## src/rtl/sdr_arbiter_if.sv

```systemverilog
`default_nettype none
// ============================================================================
// Module      : sdr_arbiter_if
// Description : SDRAM-side bus of the multi-channel SDRAM arbiter. The
//               arbiter drives address/data/direction and a toggle request;
//               the controller answers with a toggle acknowledge and read data.
// Revision    : 1.0 - initial release
// ============================================================================
interface sdr_arbiter_if;
    logic [26:0] sdr_addr;
    logic [63:0] sdr_data;
    logic [7:0]  sdr_be;
    logic        sdr_rw;
    logic        sdr_req;
    logic        sdr_ack;
    logic [63:0] sdr_q;

    modport master (
        output sdr_addr, sdr_data, sdr_be, sdr_rw, sdr_req,
        input  sdr_ack, sdr_q
    );

    modport slave (
        input  sdr_addr, sdr_data, sdr_be, sdr_rw, sdr_req,
        output sdr_ack, sdr_q
    );
endinterface
`default_nettype wire

```

## src/rtl/sdr_arbiter.sv

```systemverilog
`default_nettype none
// ============================================================================
// Module      : sdr_arbiter
// Description : Fixed-priority arbiter with starvation promotion that funnels
//               NUM_CH toggle-handshake requesters onto one SDRAM port.
// Revision    : 1.0 - initial release
// ============================================================================
module sdr_arbiter #(
    parameter int NUM_CH       = 5,
    parameter int STARVE_LIMIT = 16
) (
    input  logic                 clk,
    input  logic                 reset_n,
    input  logic                 arb_enable,
    input  logic [NUM_CH-1:0]    ch_req,
    output logic [NUM_CH-1:0]    ch_ack,
    input  logic [NUM_CH*27-1:0] ch_addr,
    input  logic [NUM_CH-1:0]    ch_rw,
    input  logic [NUM_CH*16-1:0] ch_data,
    input  logic [NUM_CH*2-1:0]  ch_be,
    output logic [NUM_CH*64-1:0] ch_q,
    output logic                 busy,
    output logic [2:0]           grant_ch,
    sdr_arbiter_if.master        sdr
);

    localparam logic [0:0] c_idle   = 1'b0;
    localparam logic [0:0] c_active = 1'b1;

    localparam logic [4:0] c_starve_limit = 5'(STARVE_LIMIT);
    localparam logic [4:0] c_wait_max     = 5'd31;

    logic [0:0]           r_state;
    logic [NUM_CH-1:0]    r_ack;
    logic [NUM_CH*64-1:0] r_q;
    logic [26:0]          r_addr;
    logic [63:0]          r_data;
    logic [7:0]           r_be;
    logic                 r_rw;
    logic                 r_req;
    logic                 r_busy;
    logic [2:0]           r_grant;
    logic [4:0]           r_wait [NUM_CH];

    logic [NUM_CH-1:0]    w_pend;
    logic [NUM_CH-1:0]    w_starve;
    logic [NUM_CH-1:0]    w_hold;
    logic [2:0]           w_win_pri;
    logic [2:0]           w_win_stv;
    logic [2:0]           w_win;
    logic                 w_grant;
    logic                 w_done;

    // Per-channel pending, starvation and "counter held at zero" flags
    for (genvar g = 0; g < NUM_CH; g++) begin : g_chan
        assign w_pend[g]   = ch_req[g] ^ r_ack[g];
        assign w_starve[g] = w_pend[g] && (r_wait[g] >= c_starve_limit);
        // A channel being granted now, or already in flight, does not age
        assign w_hold[g]   = (w_grant && (w_win == 3'(g))) ||
                             (r_busy && (r_grant == 3'(g)));
    end

    // Lowest-index pending and lowest-index starving channel
    always_comb begin
        w_win_pri = '0;
        w_win_stv = '0;
        for (int i = NUM_CH - 1; i >= 0; i--) begin
            if (w_pend[i]) begin
                w_win_pri = 3'(i);
            end
            if (w_starve[i]) begin
                w_win_stv = 3'(i);
            end
        end
    end

    assign w_win   = (|w_starve) ? w_win_stv : w_win_pri;
    assign w_grant = (r_state == c_idle) && arb_enable && (|w_pend);
    assign w_done  = (r_state == c_active) && (sdr.sdr_ack == r_req);

    // Grant / completion state machine and all registered outputs
    always_ff @(posedge clk or negedge reset_n) begin
        if (!reset_n) begin
            r_state <= c_idle;
            r_ack   <= '0;
            r_q     <= '0;
            r_addr  <= '0;
            r_data  <= '0;
            r_be    <= '0;
            r_rw    <= 1'b1;
            r_req   <= 1'b0;
            r_busy  <= 1'b0;
            r_grant <= '0;
        end else begin
            case (r_state)
                c_idle: begin
                    if (w_grant) begin
                        r_state <= c_active;
                        r_grant <= w_win;
                        r_addr  <= ch_addr[27*w_win +: 27];
                        r_rw    <= ch_rw[w_win];
                        // Reads leave the last write data/enables on the bus
                        if (!ch_rw[w_win]) begin
                            r_data <= {48'd0, ch_data[16*w_win +: 16]};
                            r_be   <= {6'd0, ch_be[2*w_win +: 2]};
                        end
                        r_busy  <= 1'b1;
                        r_req   <= ~r_req;
                    end
                end
                c_active: begin
                    if (w_done) begin
                        r_ack[r_grant] <= ch_req[r_grant];
                        if (r_rw) begin
                            r_q[64*r_grant +: 64] <= sdr.sdr_q;
                        end
                        r_busy  <= 1'b0;
                        r_state <= c_idle;
                    end
                end
                default: r_state <= c_idle;
            endcase
        end
    end

    // Wait counters: age while pending and not served, saturate at 31
    always_ff @(posedge clk or negedge reset_n) begin
        if (!reset_n) begin
            for (int i = 0; i < NUM_CH; i++) begin
                r_wait[i] <= '0;
            end
        end else begin
            for (int i = 0; i < NUM_CH; i++) begin
                if (!w_pend[i] || w_hold[i]) begin
                    r_wait[i] <= '0;
                end else if (r_wait[i] != c_wait_max) begin
                    r_wait[i] <= r_wait[i] + 5'd1;
                end
            end
        end
    end

    assign ch_ack       = r_ack;
    assign ch_q         = r_q;
    assign busy         = r_busy;
    assign grant_ch     = r_grant;
    assign sdr.sdr_addr = r_addr;
    assign sdr.sdr_data = r_data;
    assign sdr.sdr_be   = r_be;
    assign sdr.sdr_rw   = r_rw;
    assign sdr.sdr_req  = r_req;

endmodule
`default_nettype wire

```

## src/flat_wrapper.sv

```systemverilog
// flat-port wrapper written by rule: the top's interface ports become plain ports
module sdr_arbiter_flat 
#(
    parameter int NUM_CH       = 5,
    parameter int STARVE_LIMIT = 16
)
  (clk, reset_n, arb_enable, ch_req, ch_ack, ch_addr, ch_rw, ch_data, ch_be, ch_q, busy, grant_ch, sdr_sdr_addr, sdr_sdr_data, sdr_sdr_be, sdr_sdr_rw, sdr_sdr_req, sdr_sdr_ack, sdr_sdr_q);
  sdr_arbiter_if sdr_i ();
  input  logic clk;
  input  logic reset_n;
  input  logic arb_enable;
  input  logic [NUM_CH-1:0] ch_req;
  output logic [NUM_CH-1:0] ch_ack;
  input  logic [NUM_CH*27-1:0] ch_addr;
  input  logic [NUM_CH-1:0] ch_rw;
  input  logic [NUM_CH*16-1:0] ch_data;
  input  logic [NUM_CH*2-1:0] ch_be;
  output logic [NUM_CH*64-1:0] ch_q;
  output logic busy;
  output logic [2:0] grant_ch;
  output wire logic [$bits(sdr_i.sdr_addr)-1:0] sdr_sdr_addr;
  output wire logic [$bits(sdr_i.sdr_data)-1:0] sdr_sdr_data;
  output wire logic [$bits(sdr_i.sdr_be)-1:0] sdr_sdr_be;
  output wire logic [$bits(sdr_i.sdr_rw)-1:0] sdr_sdr_rw;
  output wire logic [$bits(sdr_i.sdr_req)-1:0] sdr_sdr_req;
  input wire logic [$bits(sdr_i.sdr_ack)-1:0] sdr_sdr_ack;
  input wire logic [$bits(sdr_i.sdr_q)-1:0] sdr_sdr_q;
  assign sdr_sdr_addr = sdr_i.sdr_addr;
  assign sdr_sdr_data = sdr_i.sdr_data;
  assign sdr_sdr_be = sdr_i.sdr_be;
  assign sdr_sdr_rw = sdr_i.sdr_rw;
  assign sdr_sdr_req = sdr_i.sdr_req;
  assign sdr_i.sdr_ack = sdr_sdr_ack;
  assign sdr_i.sdr_q = sdr_sdr_q;
  sdr_arbiter #(.NUM_CH(NUM_CH), .STARVE_LIMIT(STARVE_LIMIT)) u_core (.clk(clk), .reset_n(reset_n), .arb_enable(arb_enable), .ch_req(ch_req), .ch_ack(ch_ack), .ch_addr(ch_addr), .ch_rw(ch_rw), .ch_data(ch_data), .ch_be(ch_be), .ch_q(ch_q), .busy(busy), .grant_ch(grant_ch), .sdr(sdr_i));
endmodule
```

## config.mk

```make
export PLATFORM = sky130hd
export DESIGN_NAME = sdr_arbiter_flat
export DESIGN_NICKNAME = d
export VERILOG_FILES = /design/src/rtl/sdr_arbiter_if.sv /design/src/rtl/sdr_arbiter.sv /design/src/flat_wrapper.sv
export SDC_FILE = /design/constraint.sdc
export NUM_CORES = 1
export LEC_CHECK = 0
export BUFFER_PORTS_ARGS = -buffer_cell sky130_fd_sc_hd__buf_2
export CAP_MARGIN = 20
export CORE_AREA = 8 8 280 282
export DETAILED_ROUTE_END_ITERATION = 8
export DIE_AREA = 0 0 288 290
export GPL_TIMING_DRIVEN = 0
export MAX_ROUTING_LAYER = met4
export PLACE_DENSITY_LB_ADDON = 0.25
export SETUP_SLACK_MARGIN = 0.4
export SLEW_MARGIN = 20
export SYNTH_ARGS = -nofsm -noshare
export SYNTH_HDL_FRONTEND = slang
export SYNTH_SLANG_ARGS = --single-unit
```

## constraint.sdc

```tcl
create_clock -name clk -period 3.5 [get_ports clk]
set_clock_uncertainty 0.15 [all_clocks]
set_input_delay 0.175 -clock clk [delete_from_list [all_inputs] [get_ports clk]]
set_output_delay 0.175 -clock clk [all_outputs]
set_load 0.03 [all_outputs]
```

After elaboration in Yosys (flattened, before gate mapping):

Index checks and enable logic that the tools add are counted.
W data, S select, Z words.

* bits in registers: 402
* latch bits: 0
* memory bits (writable): 0
* memory bits (read-only): 0
* input bits: 303
* output and inout bits: 430
* word-level logic and storage cells: 142
* memories: 0

* add/subtract/negate cells: 6
* multipliers: 1
* div/mod/pow operators: 0
* magnitude comparators: 8
* eq/ne operators: 16
* shift operators: 5
* mux-type cells: 35
* bitwise gates (word level): 8
* reductions and logical operators: 48

Operators by type and width (count)
* $bwmux W320: 1
* $shift A64 B34 Y320 const A: 1
* $shiftx A64 B34 Y320: 1
* $shiftx A135 B9 Y27: 1
* $shiftx A80 B8 Y16: 1
* $mux W5: 10
* $neg A9 Y34: 1
* $mux W3: 11
* $add A5 B1 Y5 const B: 5
* $ge A5 B5 Y1 const B: 5
* $ne A5 B5 Y1 const B: 5
* $logic_and A1 B1 Y1: 19
* $eq A3 B2 Y1 const B: 4
* $logic_or A1 B1 Y1: 10
* $reduce_bool A2 Y1: 5
* $reduce_or A5 Y1: 2
* $shiftx A10 B5 Y2: 1
* $lt A3 B4 Y1 const B: 2
* $mul A5 B3 Y8 const A: 1
* $mux W1: 7
* $bmux W1 S3: 2
* $eq A3 B1 Y1 const B: 2
* $eq A3 B3 Y1 const B: 2
* $logic_not A3 Y1: 2
* 12 further kinds: 26

Depth between registers and ports, before layout:

Gate-level depths: netlist of run 1.

* depth after elaboration: 13
* mapped depth: 12
* mapped depth without buffers: 8

Worst setup path before layout of run 1:

No wires, ideal clock.

* path kind: reg2reg
* start: register u_core.r_grant[0] (netlist: u_core.grant_ch[0])
* end: register u_core.r_q[132] (netlist: u_core.ch_q[132])
* library setup time: 0.066 ns
* arrival: 2.894 ns
* required time: 3.284 ns
* setup slack: 0.390 ns
* cell stages (with the launch flop): 12
* path buffers: 3
* period minus slack after synthesis: 3.110 ns
* cell sequence: dfrtp_1 -> clkbuf_1 -> inv_1 -> ha_1 -> ha_1 -> o311ai_0 -> nor2_1 -> nand2_1 -> nor4b_1 -> clkbuf_1 -> clkbuf_1 -> a22o_1

* longest elaborated chain between the ends: 3
* elaborated cells on any way between the ends: 4
* classes of those cells: add/sub (1); shift (2); mux (1)

RTL lines
* from (decl): RTL line sdr_arbiter.sv:42 `logic [2:0] r_grant;`
* from (signal assigned): RTL line sdr_arbiter.sv:99 `r_grant <= w_win;`
* $neg A9 Y34 *: RTL line sdr_arbiter.sv:115 `r_q[64*r_grant +: 64] <= sdr.sdr_q;`
* $shiftx A64 B34 Y320 / $shift A64 B34 Y320 (equally long branches): RTL line sdr_arbiter.sv:115
* $bwmux W320 *: RTL line sdr_arbiter.sv:115
* to (signal, indexed assignment): RTL line sdr_arbiter.sv:115
* to (decl): RTL line sdr_arbiter.sv:35 `logic [NUM_CH*64-1:0] r_q;`

Every way passes the cells marked *; elsewhere a longest branch is shown, timed or not.
A chain may end at the register's enable or synchronous reset.

Worst setup path in the final report of run 1:

* start: register u_core.r_grant[0] (netlist: u_core.grant_ch[0])
* end: register u_core.r_q[187] (netlist: u_core.ch_q[187])

Same word-level chain as after synthesis.

==> results of run 1 <==
metal layers:
metal  global-route usage (%)  vias to the layer above
met5                        -                        -
met4                     6.54                        0
met3                     5.82                      176
met2                     31.6                      672
met1                     20.4                     8032
li1                         -                     7276
cell families (layout without fill, tap and decap cells):
| group | after synthesis | after routing | share of synthesized area [%] |
|---|---|---|---|
| flip-flops | 402 | 402 | 57.1 |
| AND/OR/NAND/NOR | 250 | 250 | 6.04 |
| multiplexers | 236 | 236 | 14.5 |
| AO/OA/AOI/OAI | 353 | 353 | 14.4 |
| adder cells (fa/ha/maj) | 16 | 16 | 1.14 |
| other | 1 | 59 | 0.0213 |
| buffers and inverters | 189 | 1236 | 5.50 |
| XOR/XNOR | 27 | 27 | 1.34 |
through the flow:
stage               instance area, sq um  power [mW]  hold WS [ps]  setup slack (ps)  std cells
finish                             27200        19.2          34.5               467       3548
floorplan                          17800        11.1          -271               500       1527
detailed placement                 22600        13.9         -27.2             -1110       3180
CTS                                27100        19.3          3.07               360       3538
global route                       27200        20.2          10.7               360       3548
global placement                   22400        13.7           304             -6030       3174
power groups by stage:
stage / Sequential [mW] / Clock [mW] / Combinational (mW)
final: 6.32 / 5.02 / 7.91
after global routing: 6.44 / 5.38 / 8.40
after CTS: 6.31 / 5.17 / 7.84
after detailed placement: 6.36 / 0 / 7.52
after global placement: 6.32 / 0 / 7.43
after floorplan: 8.22 / 0 / 2.91
repair_timing:
action,4_1_cts,5_1_grt
resized for setup,67,55
pin swaps,1,0
endpoints found under the setup margin,365,298
buffers inserted,5,5
hold endpoints to repair,592,0
hold buffers,268,0
how the worst max path moves through the flow:
stage | start | endpoint | cells past startpoint
floorplan | u_core.grant_ch[0] | u_core.ch_q[132] | 11
global placement | reset_n | u_core.ch_q[49] | 1
detailed placement | u_core.grant_ch[0] | u_core.ch_q[239] | 12
CTS | u_core.grant_ch[0] | u_core.ch_q[105] | 12
global route | u_core.grant_ch[0] | u_core.ch_q[187] | 12
finish | u_core.grant_ch[0] | u_core.ch_q[187] | 11
sequential cells by signal (all words and copies together) (netlist names):
name,cells
u_core.busy,1
u_core.sdr.sdr_addr,27
u_core.r_wait,25
u_core.ch_q,320
u_core.grant_ch,3
u_core.sdr.sdr_rw,1
u_core.sdr.sdr_be,2
u_core.sdr.sdr_data,16
u_core.ch_ack,5
u_core.r_state,1
u_core.sdr.sdr_req,1
layout by cell type (no fill, tap or decap), types with 10 or more instances in the layout:
cell type,count
dfrtp_1,400
ha_1,15
buf_2,692
nand2_1,174
inv_1,38
clkbuf_1,41
nor2_1,33
o21ai_0,141
o22a_1,27
o211ai_1,17
xnor2_1,10
clkbuf_16,48
dlygate4sd3_1,267
o221ai_1,18
buf_4,68
mux2i_1,84
clkbuf_2,15
a22o_1,132
clkbuf_4,23
xor2_1,13
mux2_2,151
conb_1,54
clkbuf_8,18
cell type report:
type / count / area [sq um]
Clock inverter: 13 / 164
Antenna cell: 5 / 12.5
Multi-Input combinational cell: 936 / 6890
Tap cell: 969 / 1210
Fill cell: 7289 / 46600
Clock buffer: 72 / 1430
Timing Repair Buffer: 962 / 6320
Buffer: 150 / 995
Inverter: 39 / 150
Sequential cell: 402 / 10100
worst reg2reg max path: cells and delay by family (launching register included):
family	cells	cell delay [ps]
adders and majority gates	2	590
buffers and inverters	5	1120
DFF	1	400
AOI/OAI and AO/OA	2	380
and+or+nand+nor	2	270
==> flow_summary.ini, run 1 <==
[global_routing]
grt_start_max_net_pins = 97
antenna_found_initial = 5
grt.overflow.total = 0
grt_pass1_vias = 17497
grt.total_usage_pct = 18.6
grt_pass1_wl_um = 115000

[synth]
yosys-top-cells-count = 401 x dfrtp_1, 177 x nand2_1, 151 x mux2_2, 143 x o21ai_0, 132 x a22o_1
yosysUniqueCellTypes = 47
async_reset_ff_share_pct = 100
yosys.area.top_type = dfrtp_1
syn_avg_cell_area_sq_um = 12.0
synth_edf_count = 0
syn_area_sq_um = 17600
synth_area_leaders = dfrtp_1 57%, mux2_2 9.7%, a22o_1 6.6%, mux2i_1 4.8%, o21ai_0 4.1%
ys_warn_count = 0
synth.most_common_cell = dfrtp_1
yosys_register_bits = 402
synthCells = 1474
synth_top_area_share_pct = 57.0
synthFlopType = dfrtp_1
seq_area_frac_synth_pct = 57.1

[power_and_ir_drop]
p_seq_share_pct = 32.8
combPwrFrac_pct = 41.1
ir_drop_uv = 401
p_int_mw = 11.5
p_leak_nw = 13.9
clock_power_share_pct = 26.1
p_sw_mw = 7.77
powerDensity_nw_per_um2 = 707
switching_share_pct = 40.4

[floorplanning]
num_rows = 100
core_area_sq_um = 73800
die_h_um = 290
die_area_sq_um = 83500
initial_core_util_pct = 23.9
die_w_um = 288
io_pins = 733

[sta]
slew_viol_final = 0
rsz0062_at_grt = yes
setup_violations = 0
layout_worst_path_cycle_share_pct = 86.7
period_needed_ps = 3030
hold_violations = 0
relSlewSlack_pct = 51.7
fmax_ghz = 0.330
setup_tns_ps = 0
worst_pin_slew_ps = 724

[drt]
wirelength_um = 79300
vias = 16156
dr.first_iter.drc_count = 856
met3_length_um = 6700
post-route-drc-count = 0
first_pass_iters = 5
wl_per_cell_um = 22.4
via_per_inst = 4.55
top_layer_used = met4
met1_length_um = 30200
wl_met2_um = 39400
ant_nets = 0

[worst_setup_path]
crit_top_cell = clkbuf_4
worstReg2RegStart = u_core.grant_ch[0]
endpoint_kind = flop
reg2reg_depth = 11
cp_cell_sequence = clkbuf_8 -> clkinvlp_4 -> ha_1 -> ha_2 -> o311ai_0 -> nor2_1 -> buf_4 -> nand2_1 -> clkbuf_4 -> clkbuf_4 -> a22o_1
path_class = reg -> reg
worstPathMaxFanout = 10
path_delay_family = buffers and inverters
crit_path_max_incr_delay_ps = 400
critPathLaunchType = flop
r2r_setup_slack_ps = 470
r2r-end = u_core.ch_q[187]
arrival_ps = 3320
critPathRequiredTime_ps = 3780
crit_buf_inv = 5
slowest_stage = dfrtp_2

[clock_tree]
htree_levels = 2
cts_tree = done
clock_path_buffers = 3
cts.reportedPaths.clkPinSlew_ps = 60
cts_num_sinks = 402
clockRootBuffer = clkbuf_16
cts_buffers = 47
clkLatencyLatePin_ps = 560

[finish]
drive_gt1_share_pct = 41.3
final_nets = 2857
final_util_pct = 36.9
area_delta_synth_final_pct = 54.6

[placement]
hpwl_um = 59400
gp_congestion = 0.919
io_buffers = 678

[worst_hold_path]
hold_class = in -> reg
min_from = ch_data[33]
min_path_cells = 4
whs_endpoint = u_core.sdr.sdr_data[1]

[status]
status = complete, no violations

[run]
cap_violations = 0
Power figures use the tool's default switching activity.
==> run 2, diff against run 1 <==
--- a/config.mk
+++ b/config.mk
@@ -12,7 +12,6 @@
 export DIE_AREA = 0 0 288 290
 export GPL_TIMING_DRIVEN = 0
 export MAX_ROUTING_LAYER = met4
-export PLACE_DENSITY_LB_ADDON = 0.25
 export SETUP_SLACK_MARGIN = 0.4
 export SLEW_MARGIN = 20
 export SYNTH_ARGS = -nofsm -noshare
==> flow_summary.ini, run 2 (synthesized netlist as in run 1, its figures left out) <==
[sta]
slew_viol_final = 0
hold_slack_ps = 8.74
rsz0062_at_grt = no
period_needed_ps = 3030
layout_worst_path_cycle_share_pct = 86.5
relSlewSlack_pct = 41.0
fmax_ghz = 0.330
worst_pin_slew_ps = 882
setup_violations = 0
final.setup.worst_slack_ps = 474
hold_violations = 0

[floorplanning]
num_rows = 100
initial_core_util_pct = 23.9
io_pins = 733
core_area_sq_um = 73800
die_w_um = 288
die_h_um = 290
die_area_sq_um = 83500

[power_and_ir_drop]
powerDensity_nw_per_um2 = 704
ir_drop_uv = 535
power.total_mw = 19.3
p_leak_nw = 14.0

[finish]
final_cells = 3565
final_util_pct = 37.1
layout_commonest_cell = buf_2
largest_reg_flops = 320
final_cell_mix = 695 x buf_2, 399 x dfrtp_1, 285 x dlygate4sd3_1, 172 x nand2_1, 151 x mux2_2
drive_gt1_share_pct = 41.2
area_delta_synth_final_pct = 55.6
final_nets = 2874

[placement]
dp_cells = 3181
gp_congestion = 0.877
io_buffers = 678
hpwl_um = 57500
pre_cts_ws_ps = -1100

[drt]
via_per_inst = 4.57
post-route-drc-count = 0
dr.first_iter.drc_count = 906
vias = 16307
wirelength_um = 79700
first_pass_iters = 6
ant_nets = 0
wl_per_cell_um = 22.4

[clock_tree]
clkLatencyLatePin_ps = 580
cts_buffers = 47
clockRootBuffer = clkbuf_16
htree_levels = 2
cts.reportedPaths.clkPinSlew_ps = 70
clock_path_buffers = 3
cts_num_sinks = 402
cts_tree = done

[global_routing]
grt_start_max_net_pins = 95
grt.total_usage_pct = 18.7
grt.overflow.total = 0
grt_pass1_vias = 17616
antenna_found_initial = 7
grt_pass1_wl_um = 116000

[worst_setup_path]
arrival_ps = 3380
reg2reg_depth = 8
cp.depth = 8
cp_cell_sequence = xnor2_1 -> a22o_1 -> nor2_1 -> clkbuf_1 -> o21ai_0 -> o211ai_1 -> o221ai_1 -> mux2i_1
slowest_stage = nor2_1
worstPathMaxFanout = 10
critPathRequiredTime_ps = 3850
path_delay_family = compound AO/OA/AOI/OAI gates
critPathLaunchType = flop
crit_buf_inv = 1
endpoint_kind = flop
path_class = reg -> reg
crit_path_max_incr_delay_ps = 670

[status]
status = complete, no violations

[run]
cap_violations = 0

[worst_hold_path]
hold_class = in -> async
run 2: cell count changes in the layout (fill, tap and decap cells not counted), sizes merged, moves of 2 or more:
cell and delta:
buf +11, clkbuf -21, clkinv +2, dlygate4sd3 +18, diode +3, bufinv +2
run 2: path summary, 6_finish.rpt:
path	startpoint	to	slack [ps]
max in group asynchronous	reset_n	u_core.ch_q[109]	1400
min in group clk	ch_addr[43]	u_core.sdr.sdr_addr[16]	60
setup / recovery	u_core.ch_ack[3]	u_core.sdr.sdr_data[7]	470
hold / removal	reset_n	u_core.sdr.sdr_data[11]	9
hold reg to reg	u_core.ch_q[216]	u_core.ch_q[216]	320
setup reg to reg	u_core.ch_ack[3]	u_core.sdr.sdr_data[7]	470
run 2: where the power goes:
group / switching (mW) / internal (mW) / total, mW
Clock: 2.09 / 2.95 / 5.04
Combinational: 5.14 / 2.81 / 7.95
Sequential: 0.608 / 5.69 / 6.30
Total: 7.84 / 11.4 / 19.3
run 2: per-stage QoR:
| stage | TNS (ps) | instance area, sq um |
|---|---|---|
| after floorplan | 0 | 17800 |
| after global placement | -2755830 | 22400 |
| after detailed placement | -164100 | 22600 |
| after CTS | 0 | 27300 |
| after global routing | 0 | 27400 |
| final | 0 | 27400 |
run 2: layer usage:
layer | track usage (%) | vias up | wire (um)
li1 | - | 7331 | -
met1 | 20.7 | 7963 | 30200
met2 | 30.8 | 809 | 38600
met3 | 5.80 | 204 | 7250
met4 | 8.16 | 0 | 3690
met5 | - | - | 0
run 2: repair_timing:
item | CTS | global route
endpoints found under the hold margin | 488 | 0
buffers inserted | 4 | 5
setup endpoints to repair | 339 | 251
hold buffers | 285 | 0
pin swaps | 1 | 2
resized for setup | 87 | 51
run 2: layout make-up:
cell class	instances	area, sq um
diodes	8	20.0
plain buffers	150	1050
clock buffers	63	1320
clock inverters	19	250
fillers	7134	46400
inverters	39	150
multi-input cells	936	6890
flip-flops and latches	402	10100
well taps	969	1210
repair buffers	979	6460
